[src/rtl/dma_desc_mem_arb_if.sv]
// Signal bundle between the descriptor fetch/writeback requesters, the shared
// descriptor-memory slave and the arbiter that sits between them.
interface dma_desc_mem_arb_if;
  // fetch port (burst read)
  logic        fetch_read_i;
  logic [3:0]  fetch_bcount_i;
  logic [31:0] fetch_addr_i;
  logic        fetch_waitrequest_o;
  logic [31:0] fetch_rddata_o;
  logic        fetch_readdatavalid_o;
  // writeback port (burst write)
  logic        wb_write_i;
  logic [3:0]  wb_bcount_i;
  logic [31:0] wb_addr_i;
  logic [31:0] wb_wrdata_i;
  logic        wb_waitrequest_o;
  // shared descriptor-memory port
  logic        avm_read_o;
  logic        avm_write_o;
  logic [31:0] avm_addr_o;
  logic [3:0]  avm_bcount_o;
  logic [31:0] avm_wrdata_o;
  logic        avm_waitrequest_i;
  logic [31:0] avm_rddata_i;
  logic        avm_readdatavalid_i;
  // status
  logic        busy_o;
  logic        spurious_rdv_o;

  // The arbiter itself.
  modport slave (
    input  fetch_read_i, fetch_bcount_i, fetch_addr_i,
    output fetch_waitrequest_o, fetch_rddata_o, fetch_readdatavalid_o,
    input  wb_write_i, wb_bcount_i, wb_addr_i, wb_wrdata_i,
    output wb_waitrequest_o,
    output avm_read_o, avm_write_o, avm_addr_o, avm_bcount_o, avm_wrdata_o,
    input  avm_waitrequest_i, avm_rddata_i, avm_readdatavalid_i,
    output busy_o, spurious_rdv_o
  );

  // The environment: both requesters plus the memory slave.
  modport master (
    output fetch_read_i, fetch_bcount_i, fetch_addr_i,
    input  fetch_waitrequest_o, fetch_rddata_o, fetch_readdatavalid_o,
    output wb_write_i, wb_bcount_i, wb_addr_i, wb_wrdata_i,
    input  wb_waitrequest_o,
    input  avm_read_o, avm_write_o, avm_addr_o, avm_bcount_o, avm_wrdata_o,
    output avm_waitrequest_i, avm_rddata_i, avm_readdatavalid_i,
    input  busy_o, spurious_rdv_o
  );
endinterface

[src/rtl/dma_desc_mem_arb.sv]
// Two-port burst arbiter: descriptor fetch (reads) and writeback (writes) share
// one descriptor-memory port; a granted burst owns the port until it completes.
module dma_desc_mem_arb #(
  parameter bit FIXED_PRIO = 1'b0  // 0: round-robin ties, 1: fetch wins ties
) (
  input logic                clk,
  input logic                reset_n,
  dma_desc_mem_arb_if.slave  bus
);

  typedef enum logic [1:0] {
    IDLE     = 2'd0,
    RD_CMD   = 2'd1,
    RD_DATA  = 2'd2,
    WR_BEATS = 2'd3
  } state_t;

  typedef enum logic {
    GRANT_WB    = 1'b0,
    GRANT_FETCH = 1'b1
  } grant_t;

  state_t      state, state_nxt;
  grant_t      last_grant;
  logic [31:0] addr_q;
  logic [3:0]  bcount_q;
  logic [3:0]  beat_cnt;
  logic        spurious_q;

  logic        fetch_wins;
  logic        beat_done;
  logic        last_beat;

  // Fetch takes a tie when priority is fixed or when writeback had the last grant.
  assign fetch_wins = bus.fetch_read_i &&
                      (!bus.wb_write_i || FIXED_PRIO || (last_grant == GRANT_WB));
  assign last_beat  = ((beat_cnt + 4'd1) == bcount_q);

  // NOTE: sequential state uses non-blocking assignments so every register
  // samples pre-edge values; blocking here would create ordering-dependent races.
  always_ff @(posedge clk or negedge reset_n) begin
    if (!reset_n) state <= IDLE;
    else          state <= state_nxt;
  end

  // NOTE: every output and next-state term gets a default before the case so no
  // path leaves a signal unassigned, which would otherwise infer a latch.
  always_comb begin
    state_nxt                 = state;
    beat_done                 = 1'b0;
    bus.avm_read_o            = 1'b0;
    bus.avm_write_o           = 1'b0;
    bus.avm_wrdata_o          = '0;
    bus.fetch_waitrequest_o   = 1'b1;
    bus.wb_waitrequest_o      = 1'b1;
    bus.fetch_readdatavalid_o = 1'b0;

    unique case (state)
      IDLE: begin
        if (fetch_wins)          state_nxt = RD_CMD;
        else if (bus.wb_write_i) state_nxt = WR_BEATS;
      end
      RD_CMD: begin
        bus.avm_read_o          = 1'b1;
        bus.fetch_waitrequest_o = bus.avm_waitrequest_i;
        if (!bus.avm_waitrequest_i) state_nxt = RD_DATA;
      end
      RD_DATA: begin
        bus.fetch_readdatavalid_o = bus.avm_readdatavalid_i;
        beat_done                 = bus.avm_readdatavalid_i;
        if (beat_done && last_beat) state_nxt = IDLE;
      end
      WR_BEATS: begin
        bus.avm_write_o      = bus.wb_write_i;
        bus.avm_wrdata_o     = bus.wb_wrdata_i;
        bus.wb_waitrequest_o = bus.avm_waitrequest_i;
        // A deasserted write simply stalls the burst here.
        beat_done            = bus.wb_write_i && !bus.avm_waitrequest_i;
        if (beat_done && last_beat) state_nxt = IDLE;
      end
      default: state_nxt = IDLE;
    endcase
  end

  // Grant bookkeeping, latched command fields, beat counter and sticky flag.
  always_ff @(posedge clk or negedge reset_n) begin
    if (!reset_n) begin
      last_grant <= GRANT_WB;
      addr_q     <= '0;
      bcount_q   <= '0;
      beat_cnt   <= '0;
      spurious_q <= 1'b0;
    end else begin
      if (state == IDLE) begin
        beat_cnt <= '0;
        if (fetch_wins) begin
          addr_q     <= bus.fetch_addr_i;
          bcount_q   <= (bus.fetch_bcount_i == 4'd0) ? 4'd1 : bus.fetch_bcount_i;
          last_grant <= GRANT_FETCH;
        end else if (bus.wb_write_i) begin
          addr_q     <= bus.wb_addr_i;
          bcount_q   <= (bus.wb_bcount_i == 4'd0) ? 4'd1 : bus.wb_bcount_i;
          last_grant <= GRANT_WB;
        end
      end else if (beat_done) begin
        beat_cnt <= last_beat ? 4'd0 : beat_cnt + 4'd1;
      end

      // Read data nobody asked for is dropped but remembered.
      if (bus.avm_readdatavalid_i && (state != RD_DATA)) spurious_q <= 1'b1;
    end
  end

  assign bus.avm_addr_o     = addr_q;
  assign bus.avm_bcount_o   = bcount_q;
  assign bus.fetch_rddata_o = bus.avm_rddata_i;
  assign bus.busy_o         = (state != IDLE);
  assign bus.spurious_rdv_o = spurious_q;

endmodule
[src/flat_wrapper.sv]
// flat-port wrapper written by rule: the top's interface ports become plain ports
module dma_desc_mem_arb_flat 
#(
  parameter bit FIXED_PRIO = 1'b0                                            
)
  (clk, reset_n, bus_fetch_read_i, bus_fetch_bcount_i, bus_fetch_addr_i, bus_fetch_waitrequest_o, bus_fetch_rddata_o, bus_fetch_readdatavalid_o, bus_wb_write_i, bus_wb_bcount_i, bus_wb_addr_i, bus_wb_wrdata_i, bus_wb_waitrequest_o, bus_avm_read_o, bus_avm_write_o, bus_avm_addr_o, bus_avm_bcount_o, bus_avm_wrdata_o, bus_avm_waitrequest_i, bus_avm_rddata_i, bus_avm_readdatavalid_i, bus_busy_o, bus_spurious_rdv_o);
  dma_desc_mem_arb_if bus_i ();
  input logic clk;
  input logic reset_n;
  input wire logic [$bits(bus_i.fetch_read_i)-1:0] bus_fetch_read_i;
  input wire logic [$bits(bus_i.fetch_bcount_i)-1:0] bus_fetch_bcount_i;
  input wire logic [$bits(bus_i.fetch_addr_i)-1:0] bus_fetch_addr_i;
  output wire logic [$bits(bus_i.fetch_waitrequest_o)-1:0] bus_fetch_waitrequest_o;
  output wire logic [$bits(bus_i.fetch_rddata_o)-1:0] bus_fetch_rddata_o;
  output wire logic [$bits(bus_i.fetch_readdatavalid_o)-1:0] bus_fetch_readdatavalid_o;
  input wire logic [$bits(bus_i.wb_write_i)-1:0] bus_wb_write_i;
  input wire logic [$bits(bus_i.wb_bcount_i)-1:0] bus_wb_bcount_i;
  input wire logic [$bits(bus_i.wb_addr_i)-1:0] bus_wb_addr_i;
  input wire logic [$bits(bus_i.wb_wrdata_i)-1:0] bus_wb_wrdata_i;
  output wire logic [$bits(bus_i.wb_waitrequest_o)-1:0] bus_wb_waitrequest_o;
  output wire logic [$bits(bus_i.avm_read_o)-1:0] bus_avm_read_o;
  output wire logic [$bits(bus_i.avm_write_o)-1:0] bus_avm_write_o;
  output wire logic [$bits(bus_i.avm_addr_o)-1:0] bus_avm_addr_o;
  output wire logic [$bits(bus_i.avm_bcount_o)-1:0] bus_avm_bcount_o;
  output wire logic [$bits(bus_i.avm_wrdata_o)-1:0] bus_avm_wrdata_o;
  input wire logic [$bits(bus_i.avm_waitrequest_i)-1:0] bus_avm_waitrequest_i;
  input wire logic [$bits(bus_i.avm_rddata_i)-1:0] bus_avm_rddata_i;
  input wire logic [$bits(bus_i.avm_readdatavalid_i)-1:0] bus_avm_readdatavalid_i;
  output wire logic [$bits(bus_i.busy_o)-1:0] bus_busy_o;
  output wire logic [$bits(bus_i.spurious_rdv_o)-1:0] bus_spurious_rdv_o;
  assign bus_i.fetch_read_i = bus_fetch_read_i;
  assign bus_i.fetch_bcount_i = bus_fetch_bcount_i;
  assign bus_i.fetch_addr_i = bus_fetch_addr_i;
  assign bus_fetch_waitrequest_o = bus_i.fetch_waitrequest_o;
  assign bus_fetch_rddata_o = bus_i.fetch_rddata_o;
  assign bus_fetch_readdatavalid_o = bus_i.fetch_readdatavalid_o;
  assign bus_i.wb_write_i = bus_wb_write_i;
  assign bus_i.wb_bcount_i = bus_wb_bcount_i;
  assign bus_i.wb_addr_i = bus_wb_addr_i;
  assign bus_i.wb_wrdata_i = bus_wb_wrdata_i;
  assign bus_wb_waitrequest_o = bus_i.wb_waitrequest_o;
  assign bus_avm_read_o = bus_i.avm_read_o;
  assign bus_avm_write_o = bus_i.avm_write_o;
  assign bus_avm_addr_o = bus_i.avm_addr_o;
  assign bus_avm_bcount_o = bus_i.avm_bcount_o;
  assign bus_avm_wrdata_o = bus_i.avm_wrdata_o;
  assign bus_i.avm_waitrequest_i = bus_avm_waitrequest_i;
  assign bus_i.avm_rddata_i = bus_avm_rddata_i;
  assign bus_i.avm_readdatavalid_i = bus_avm_readdatavalid_i;
  assign bus_busy_o = bus_i.busy_o;
  assign bus_spurious_rdv_o = bus_i.spurious_rdv_o;
  dma_desc_mem_arb #(.FIXED_PRIO(FIXED_PRIO)) u_core (.clk(clk), .reset_n(reset_n), .bus(bus_i));
endmodule
[config.mk]
export PLATFORM = sky130hd
export DESIGN_NAME = dma_desc_mem_arb_flat
export DESIGN_NICKNAME = d
export VERILOG_FILES = /design/src/rtl/dma_desc_mem_arb_if.sv /design/src/rtl/dma_desc_mem_arb.sv /design/src/flat_wrapper.sv
export SDC_FILE = /design/constraint.sdc
export NUM_CORES = 1
export LEC_CHECK = 0
export BUFFER_PORTS_ARGS = -buffer_cell sky130_fd_sc_hd__clkbuf_2
export CORE_AREA = 2 2 96 98
export CTS_BUF_LIST = sky130_fd_sc_hd__clkbuf_8 sky130_fd_sc_hd__clkbuf_16
export DETAILED_ROUTE_END_ITERATION = 10
export DIE_AREA = 0 0 98 100
export PLACE_DENSITY = 0.69
export SLEW_MARGIN = 20
export SYNTH_ARGS = -nofsm -noshare
export SYNTH_HDL_FRONTEND = slang
export SYNTH_SLANG_ARGS = --single-unit
[constraint.sdc]
create_clock -name clk -period 1.6 [get_ports clk]
set_input_delay 0.32 -clock clk [delete_from_list [all_inputs] [get_ports clk]]
set_output_delay 0.32 -clock clk [all_outputs]
set_load 0.03 [all_outputs]
==> metrics.yaml, run 1 <==
final_cell_mix: "clkbuf_2, dfrtp_1, a21oi_1, nor2_1, mux2i_1"
syn-cell-area_sq_um: 2710
routed_via_density: 4.78
setup_viol: 15
synth_nets: 436
cp_max_fo: 23
path_buf_inv: 2
failed_checks: "negative hold slack, negative setup slack"
final_common_cell: "clkbuf_2"
cp_slowest_cell: "dfrtp_2"
rsz0062_at_grt: "true"
coreArea_sq_um: 8890
die_x_microns: 98
hp-class: "primary input to asynchronous set/reset pin"
drtIter0Drc: 59
wl_per_cell_microns: 14.1
hpwlAfterDp_microns: 5610
r2r_cells: 6
grt_pass1_wl_microns: 11300
fin_crit_sh_pct: 105
hold_violations: 11
grt_usage_pct: 14.0
wl_microns: 7850
worst_slack_ps: -76.3
powerDensity_nw_per_um2: 2010
r2r_start: "u_core.state[0]"
worst-setup-path-type: "flip-flop to output pin"
route.detailed.drc: 0
via_count: 2659
clkSinkCount: 44
numCtsBuffers: 5
clk_latency_ps: 290
grt_pass1_vias: 2395
initial_core_util_pct: 30.5
ys_ff_latch: 44
cts_tree: "yes"
intPower_mw: 3.95
combPwrFrac_pct: 65.4
worst_slew_pin_slew_ps: 271
min_period_ps: 1680
die_h_microns: 100
syn_area_per_cell_sq_um: 9.25
cp_top_family: "flip-flops"
max_stage_delay_ps: 450
io_pins: 249
rows: 35
first_pass_iters: 4
swShare_pct: 49.7
grt_max_degree: 56
yosysUniqueCellTypes: 32
holdBufCountCts: 0
dieArea_sq_um: 9800
crit_chain: "buf_12 -> nor2b_2 -> nand2b_1 -> clkbuf_8"
fmax_mhz: 597
crit_cells: 4
area_growth_pct: 44.1
antenna_found_initial: 0
drive_above_1_share_pct: 47.9
vdd.ir_drop.worst_mv: 0.816
gp_congestion: 0.767
synth-seq-area-share_pct: 40.6
drv_cap: 0
h-tree-depth: 2
place_ws_ps: 36.7
total_power_mw: 7.84
antenna_cells: 0
io_buffers: 184
antenna_left: 0
critPathRequiredTime_ps: 1280
grt_overflow: 0
hold_ws_ps: -12.8
nets: 588
finClkSkew_ps: 4.93
cts.root.buffer_cell: "clkbuf_8"
p_clk_share_pct: 8.9
cellLeakagePower_nw: 2.09
startpoint: "u_core.state[0]"
sequentialPowerShare_pct: 25.8
synth_cells: 293
worstSetupStartpointType: "flip-flop"
cp-end-kind: "output pin"
p_sw_mw: 3.90
path_clk_slew_ps: 90
status: "complete, but fails checks"
drv_slew: 0
crit_arrival_ps: 1360
relSlewSlack_pct: 81.8
synth-warning-count: 0
cts_max_path_buffers: 2
fill_cells: 869
[power groups by stage]
stage | sequential (mW) | clock [mW] | combinational, mW
2_1_floorplan | 2.90 | 0 | 2.42
3_3_place_gp | 2.01 | 0 | 4.46
4_1_cts | 2.01 | 0.732 | 4.61
3_5_place_dp | 2.02 | 0 | 4.54
5_1_grt | 2.09 | 0.775 | 5.46
6_report | 2.02 | 0.695 | 5.12
[routing by layer]
metal	vias up	part of all wire [%]	track usage (%)
li1	1282	-	-
met3	13	7.8	3.97
met5	-	0	0
met4	0	1.2	4.27
met1	1240	39	16.5
met2	124	52	24.9
[synthesized netlist by cell type]
cell type,n,share of area [%]
nor2_1,41,5.7
and3b_1,1,0.32
inv_1,2,0.28
buf_4,37,10
o221ai_1,1,0.32
nand2b_1,3,0.69
mux2_2,1,0.42
o21ai_0,3,0.55
dfrtp_1,44,41
nand2_1,7,0.97
o21a_1,2,0.55
buf_6,3,1.2
nand4b_1,1,0.32
buf_2,6,1.1
a21o_1,2,0.55
and3_1,33,7.6
xnor3_1,1,0.83
nor3_4,1,0.60
nand3b_1,1,0.28
xor2_1,3,0.97
nand3_1,3,0.55
mux2i_1,35,13
xnor2_1,2,0.65
a21boi_1,1,0.28
nor2b_1,5,1.2
nor3_1,3,0.55
a31oi_1,1,0.23
ha_1,1,0.46
a21oi_1,40,7.4
clkbuf_2,1,0.18
clkbuf_1,6,0.83
o31ai_1,2,0.55
[worst paths after layout]
path                       slack [ps]                   endpoint
max in group asynchronous        1380   u_core.bus.avm_addr_o[3]
hold reg to reg                   470  u_core.bus.spurious_rdv_o
setup / recovery                  -80    bus_fetch_waitrequest_o
setup reg to reg                   50  u_core.bus.avm_addr_o[21]
hold / removal                    -10         u_core.beat_cnt[2]
min in group clk                  320  u_core.bus.spurious_rdv_o
[what timing repair did]
item                                    in CTS  in global routing
endpoints found under the setup margin      10                 42
gates resized for setup                     12                110
buffers inserted                             1                  2
gates cloned                                 0                  3
[layout make-up]
cell class / instances / area, sq um / area share, %
Inverter: 2 / 7.51 / 0.192
Sequential cell: 44 / 1100 / 28.2
Timing Repair Buffer: 198 / 1320 / 33.8
Clock inverter: 2 / 12.5 / 0.321
Clock buffer: 5 / 68.8 / 1.76
Tap cell: 111 / 139 / 3.56
Multi-Input combinational cell: 194 / 1250 / 32.1
[logic make-up (layout without fill, tap and decap cells)]
group | count (synthesis) | in the layout | share of synthesized area, %
buffers and inverters | 55 | 207 | 13.9
DFF | 44 | 44 | 40.6
and+or+nand+nor | 99 | 99 | 18.8
xor gates and xnor gates | 6 | 6 | 2.45
muxes | 36 | 36 | 13.3
adders and majority gates | 1 | 1 | 0.462
AOI/OAI and AO/OA | 52 | 52 | 10.4
[registers in the layout, indices dropped and copies added, names as in the netlist]
signal and count:
u_core.beat_cnt 4, u_core.bus.spurious_rdv_o 1, u_core.state 2, u_core.bus.avm_bcount_o 4, u_core.last_grant 1, u_core.bus.avm_addr_o 32
[stage by stage]
| step | TNS [ps] | instances | utilization (%) | cell area, sq um |
|---|---|---|---|---|
| 3_5_place_dp | 0 | 543 | 39.9 | 3550 |
| 4_1_cts | -131 | 551 | 41.4 | 3680 |
| 3_3_place_gp | 0 | 543 | 39.9 | 3550 |
| 2_1_floorplan | 0 | 293 | - | 2710 |
| 6_report | -571 | 556 | 43.9 | 3900 |
| 5_1_grt | -2640 | 556 | 43.9 | 3900 |
(Power assumes the default switching activity.)
==> run 2, diff against run 1 <==
--- a/config.mk
+++ b/config.mk
@@ -6,11 +6,13 @@
 export NUM_CORES = 1
 export LEC_CHECK = 0
 export BUFFER_PORTS_ARGS = -buffer_cell sky130_fd_sc_hd__clkbuf_2
+export CAP_MARGIN = 20
 export CORE_AREA = 2 2 96 98
 export CTS_BUF_LIST = sky130_fd_sc_hd__clkbuf_8 sky130_fd_sc_hd__clkbuf_16
 export DETAILED_ROUTE_END_ITERATION = 10
 export DIE_AREA = 0 0 98 100
 export PLACE_DENSITY = 0.69
+export SKIP_CTS_REPAIR_TIMING = 1
 export SLEW_MARGIN = 20
 export SYNTH_ARGS = -nofsm -noshare
 export SYNTH_HDL_FRONTEND = slang
==> run 2 against run 1 <==
  * The run still ends with negative hold slack, negative setup slack left
  * Largest power group unchanged
  * Register-to-register slack about the same
  * Critical path depth did not move
  * Non-clock buffer count up 6
  * Highest routed layer unchanged
  * Sequential power barely moved
  * Cell count grew 1.1%
  * Wire length up 2.6%
  * Global-route usage down 0.19 points
  * Total power rose by 4.4%
  * Via count increased by 0.86%
  * Clock-buffer cell count stayed put
  * First-iteration DRC count decreased by 1.7%
  * Clock skew increased by 0.52 ps
==> metrics.yaml, run 2 (synthesized netlist as in run 1, its figures left out) <==
status: "complete, but fails checks"
failed_checks: "negative hold slack, negative setup slack"
max_stage_delay_ps: 450
ff2ff_setup_slack_ps: 50
cellLeakagePower_nw: 2.13
die_x_microns: 98
final_common_cell: "clkbuf_2"
routed_via_density: 4.77
fin_cells: 562
clkSinkCount: 44
gp_congestion: 0.767
via_count: 2682
initial_core_util_pct: 30.5
cts.root.buffer_cell: "clkbuf_8"
die_h_microns: 100
largest_reg_flops: 32
grt_usage_pct: 13.8
design_area_sq_um: 4070
min_period_ps: 1640
area_growth_pct: 50.1
numCtsBuffers: 5
coreArea_sq_um: 8890
io_pins: 249
vdd.ir_drop.worst_mv: 0.824
combPwrFrac_pct: 66.7
io_buffers: 184
drv_slew: 0
critPathRequiredTime_ps: 1280
swShare_pct: 48.5
place_ws_ps: 36.7
drive_above_1_share_pct: 51.4
total_power_mw: 8.19
nets: 594
rsz0062_at_grt: "true"
tns_ps: -393
r2r_start: "u_core.state[0]"
cts_max_path_buffers: 2
fin_crit_sh_pct: 103
cp_slowest_cell: "dfrtp_2"
grt_max_degree: 56
hp-class: "primary input to asynchronous set/reset pin"
timing.rr.end: "u_core.beat_cnt[1]"
rows: 35
grt_pass1_vias: 2368
setup_viol: 15
antenna_cells: 0
fill_cells: 861
hpwlAfterDp_microns: 5610
powerDensity_nw_per_um2: 2010
worst_slack_ps: -43.7
fmax_mhz: 608
hold_ws_ps: -12.6
wl_microns: 8050
antenna_found_initial: 0
grt_overflow: 0
worst-setup-path-type: "flip-flop to output pin"
crit_arrival_ps: 1320
placed_cell_area_sq_um: 3550
dieArea_sq_um: 9800
cp_max_fo: 6
cp-end-kind: "output pin"
drv_cap: 0
worst_slew_pin_slew_ps: 270
p_clk_share_pct: 8.5
worstSetupStartpointType: "flip-flop"
h-tree-depth: 2
p_sw_mw: 3.97
sequentialPowerShare_pct: 24.8
route.detailed.drc: 0
final_util_pct: 45.7
clk_latency_ps: 290
r2r_cells: 7
hold_violations: 11
final_cell_mix: "clkbuf_2, dfrtp_1, a21oi_1, nor2_1, mux2i_1"
antenna_left: 0
first_pass_iters: 5
path_clk_slew_ps: 90
relSlewSlack_pct: 81.9
finClkSkew_ps: 5.45
drtIter0Drc: 58
crit_chain: "buf_12 -> clkbuf_16 -> and3_4 -> buf_6"
cts_tree: "yes"
wl_per_cell_microns: 14.3
dp_cells: 543
intPower_mw: 4.22
grt_pass1_wl_microns: 11200
[run 2: changes by cell type in the layout (fill, tap and decap cells not counted), sizes merged]
cell,before,now
buf,48,54
clkbuf,155,154
dlymetal6s2s,0,1
[run 2: worst max-delay path by stage]
stage | to | slack (ps) | cells after the start | from
after global placement | u_core.beat_cnt[1] | 110 | 5 | u_core.beat_cnt[0]
after CTS | bus_fetch_waitrequest_o | -110 | 4 | u_core.state[0]
after floorplan | bus_avm_wrdata_o[13] | 60 | 4 | u_core.state[1]
final | bus_avm_wrdata_o[20] | -40 | 4 | u_core.state[0]
after detailed placement | u_core.beat_cnt[1] | 40 | 5 | u_core.beat_cnt[0]
after global routing | bus_fetch_waitrequest_o | -130 | 4 | u_core.state[1]
[run 2: worst max-delay path, delay by kind of cell, from the launching register on]
family / cells / cell delay, ps
AND/OR/NAND/NOR: 1 / 150
flip-flops: 1 / 450
buffers and inverters: 3 / 430
[run 2: area by class of cell]
type                    count  area, sq um  area share [%]
inverters                   2         7.51           0.185
repair buffers            204         1420            34.9
flip-flops and latches     44         1100            27.1
multi-input cells         194         1320            32.4
clock inverters             2         12.5           0.308
well taps                 111          139            3.42
clock buffers               5         68.8            1.69
[run 2: power by group through the flow]
stage          Combinational (mW)  Sequential, mW  Clock (mW)
2_1_floorplan                2.42            2.90           0
3_3_place_gp                 4.46            2.01           0
3_5_place_dp                 4.54            2.02           0
4_1_cts                      4.54            2.01       0.732
5_1_grt                      5.82            2.11       0.775
6_report                     5.46            2.03       0.695
[run 2: routing by layer]
metal	global-route usage, %	share of wire [%]	up-vias
li1	-	-	1295
met1	16.4	39	1254
met2	24.3	53	122
met3	4.04	7.8	11
met4	4.17	0.93	0
met5	0	0	-
==> run 3, diff against run 2 <==
--- a/config.mk
+++ b/config.mk
@@ -7,11 +7,10 @@
 export LEC_CHECK = 0
 export BUFFER_PORTS_ARGS = -buffer_cell sky130_fd_sc_hd__clkbuf_2
 export CAP_MARGIN = 20
-export CORE_AREA = 2 2 96 98
+export CORE_UTILIZATION = 30
 export CTS_BUF_LIST = sky130_fd_sc_hd__clkbuf_8 sky130_fd_sc_hd__clkbuf_16
 export DETAILED_ROUTE_END_ITERATION = 10
-export DIE_AREA = 0 0 98 100
-export PLACE_DENSITY = 0.69
+export PLACE_DENSITY = 0.67
 export SKIP_CTS_REPAIR_TIMING = 1
 export SLEW_MARGIN = 20
 export SYNTH_ARGS = -nofsm -noshare
==> run 3 against run 2 <==
  * The flow still finishes with violations (negative hold slack, negative setup slack)
  * Critical endpoint is now bus_avm_wrdata_o[0]
  * Global-route usage up 1.4 points
  * Clock power fell by 3.7%
  * Via count is 3.0% lower
  * Sequential share of layout area grew 0.79 points
  * Largest cell class is now multi-input gates
  * Critical path type unchanged
==> metrics.yaml, run 3 (synthesized netlist as in run 1, its figures left out) <==
wl_met3_microns: 447
rsz0062_at_grt: "true"
worst_slack_ps: -49.5
clkSinkCount: 44
cts_tree: "yes"
crit_chain: "buf_6 -> buf_12 -> and3_4 -> buf_6"
hpwlAfterDp_microns: 5850
clk_latency_ps: 290
worst-setup-path-type: "flip-flop to output pin"
route.met2.wl_microns: 3870
hold_ws_ps: -8.60
cp_max_fo: 14
place_ws_ps: 46.2
intPower_mw: 3.93
cp_common_cell: "buf_6"
grt_usage_pct: 15.3
io_pins: 249
hp-class: "primary input to asynchronous set/reset pin"
total_power_mw: 7.80
dieArea_sq_um: 9410
cts.root.buffer_cell: "clkbuf_8"
fmax_mhz: 606
swShare_pct: 49.6
path_clk_slew_ps: 80
status: "complete, but fails checks"
routed_via_density: 4.65
grt_max_degree: 45
fin_crit_sh_pct: 103
p_sw_mw: 3.87
drtIter0Drc: 45
area_growth_pct: 45.7
largest_reg_flops: 32
failed_checks: "negative hold slack, negative setup slack"
r2r_start: "u_core.state[0]"
nets: 594
finClkSkew_ps: 5.79
io_buffers: 184
grt_pass1_wl_microns: 11700
cp_slowest_cell: "dfrtp_2"
min_period_ps: 1650
wl_microns: 7720
hold_violations: 11
first_pass_iters: 4
h-tree-depth: 2
cp-end-kind: "output pin"
final_common_cell: "clkbuf_2"
antenna_found_initial: 0
route.detailed.drc: 0
die_x_microns: 97.0
wl_met1_microns: 3310
rows: 34
design_area_sq_um: 3950
antenna_left: 0
via_count: 2601
drv_cap: 0
coreArea_sq_um: 8720
vdd.ir_drop.worst_mv: 0.949
critPathRequiredTime_ps: 1280
grt_pass1_vias: 2432
antenna_cells: 0
crit_arrival_ps: 1330
ff2ff_setup_slack_ps: 10
sequentialPowerShare_pct: 26.1
grt_overflow: 0
die_h_microns: 97.0
cts_max_path_buffers: 2
worstSetupStartpointType: "flip-flop"
gp_congestion: 0.763
setup_viol: 25
timing.rr.end: "u_core.bus.avm_bcount_o[0]"
combPwrFrac_pct: 65.3
dr.max_layer_used: "met4"
max_stage_delay_ps: 480
numCtsBuffers: 5
drv_slew: 0
initial_core_util_pct: 31.1
wl_per_cell_microns: 13.8
p_clk_share_pct: 8.6
drive_above_1_share_pct: 51.4
relSlewSlack_pct: 76.3
placed_cell_area_sq_um: 3590
r2r_cells: 4
final_cell_mix: "clkbuf_2, dfrtp_1, a21oi_1, nor2_1, mux2i_1"
cellLeakagePower_nw: 2.09
powerDensity_nw_per_um2: 1980
worst_slew_pin_slew_ps: 353
[run 3: cell types whose count changed in the layout (fill, tap and decap cells not counted), moves of 3 or more]
| cell | before | now |
|---|---|---|
| buf_12 | 8 | 5 |
| buf_6 | 27 | 16 |
| buf_4 | 8 | 14 |
| nor2_2 | 3 | 0 |
| clkbuf_4 | 0 | 9 |
| clkbuf_16 | 3 | 0 |
[run 3: final cells by class]
| class | count | area, sq um |
|---|---|---|
| Sequential cell | 44 | 1100 |
| Fill cell | 836 | 4770 |
| Tap cell | 108 | 135 |
| Clock buffer | 5 | 68.8 |
| Timing Repair Buffer | 204 | 1280 |
| Clock inverter | 2 | 8.76 |
| Inverter | 2 | 7.51 |
| Multi-Input combinational cell | 194 | 1340 |
[run 3: worst max path at each step]
stage | start | end | cells past startpoint
2_1_floorplan | u_core.state[1] | bus_avm_wrdata_o[13] | 4
3_3_place_gp | bus_wb_write_i | u_core.bus.avm_bcount_o[0] | 5
3_5_place_dp | u_core.beat_cnt[1] | u_core.beat_cnt[1] | 5
4_1_cts | u_core.state[0] | bus_avm_wrdata_o[16] | 3
5_1_grt | u_core.state[0] | bus_avm_wrdata_o[0] | 4
6_report | u_core.state[0] | bus_avm_wrdata_o[0] | 4
[run 3: metrics by stage]
stage	std cells	setup TNS (ps)	utilization (%)
2_1_floorplan	293	0	-
3_3_place_gp	550	0	41.2
3_5_place_dp	550	0	41.2
4_1_cts	557	-6320	42.1
5_1_grt	559	-2920	45.3
6_report	559	-741	45.3
[run 3: worst max-delay path, delay by kind of cell, from the launching register on]
family | cells | cell delay, ps
buf+inv | 3 | 410
simple gates | 1 | 150
flops | 1 | 480
[run 3: layer usage]
metal / GRT usage, % / vias up
met2: 24.2 / 85
met4: 4.48 / 0
met3: 4.48 / 16
met5: 0 / -
li1: - / 1284
met1: 20.1 / 1216
[run 3: power by group through the flow]
stage          Combinational (mW)  Sequential (mW)  Clock, mW
4_1_cts                      4.56             2.03      0.708
6_report                     5.10             2.03      0.669
2_1_floorplan                2.42             2.90          0
3_5_place_dp                 4.56             2.04          0
5_1_grt                      5.43             2.12      0.755
3_3_place_gp                 4.48             2.03          0
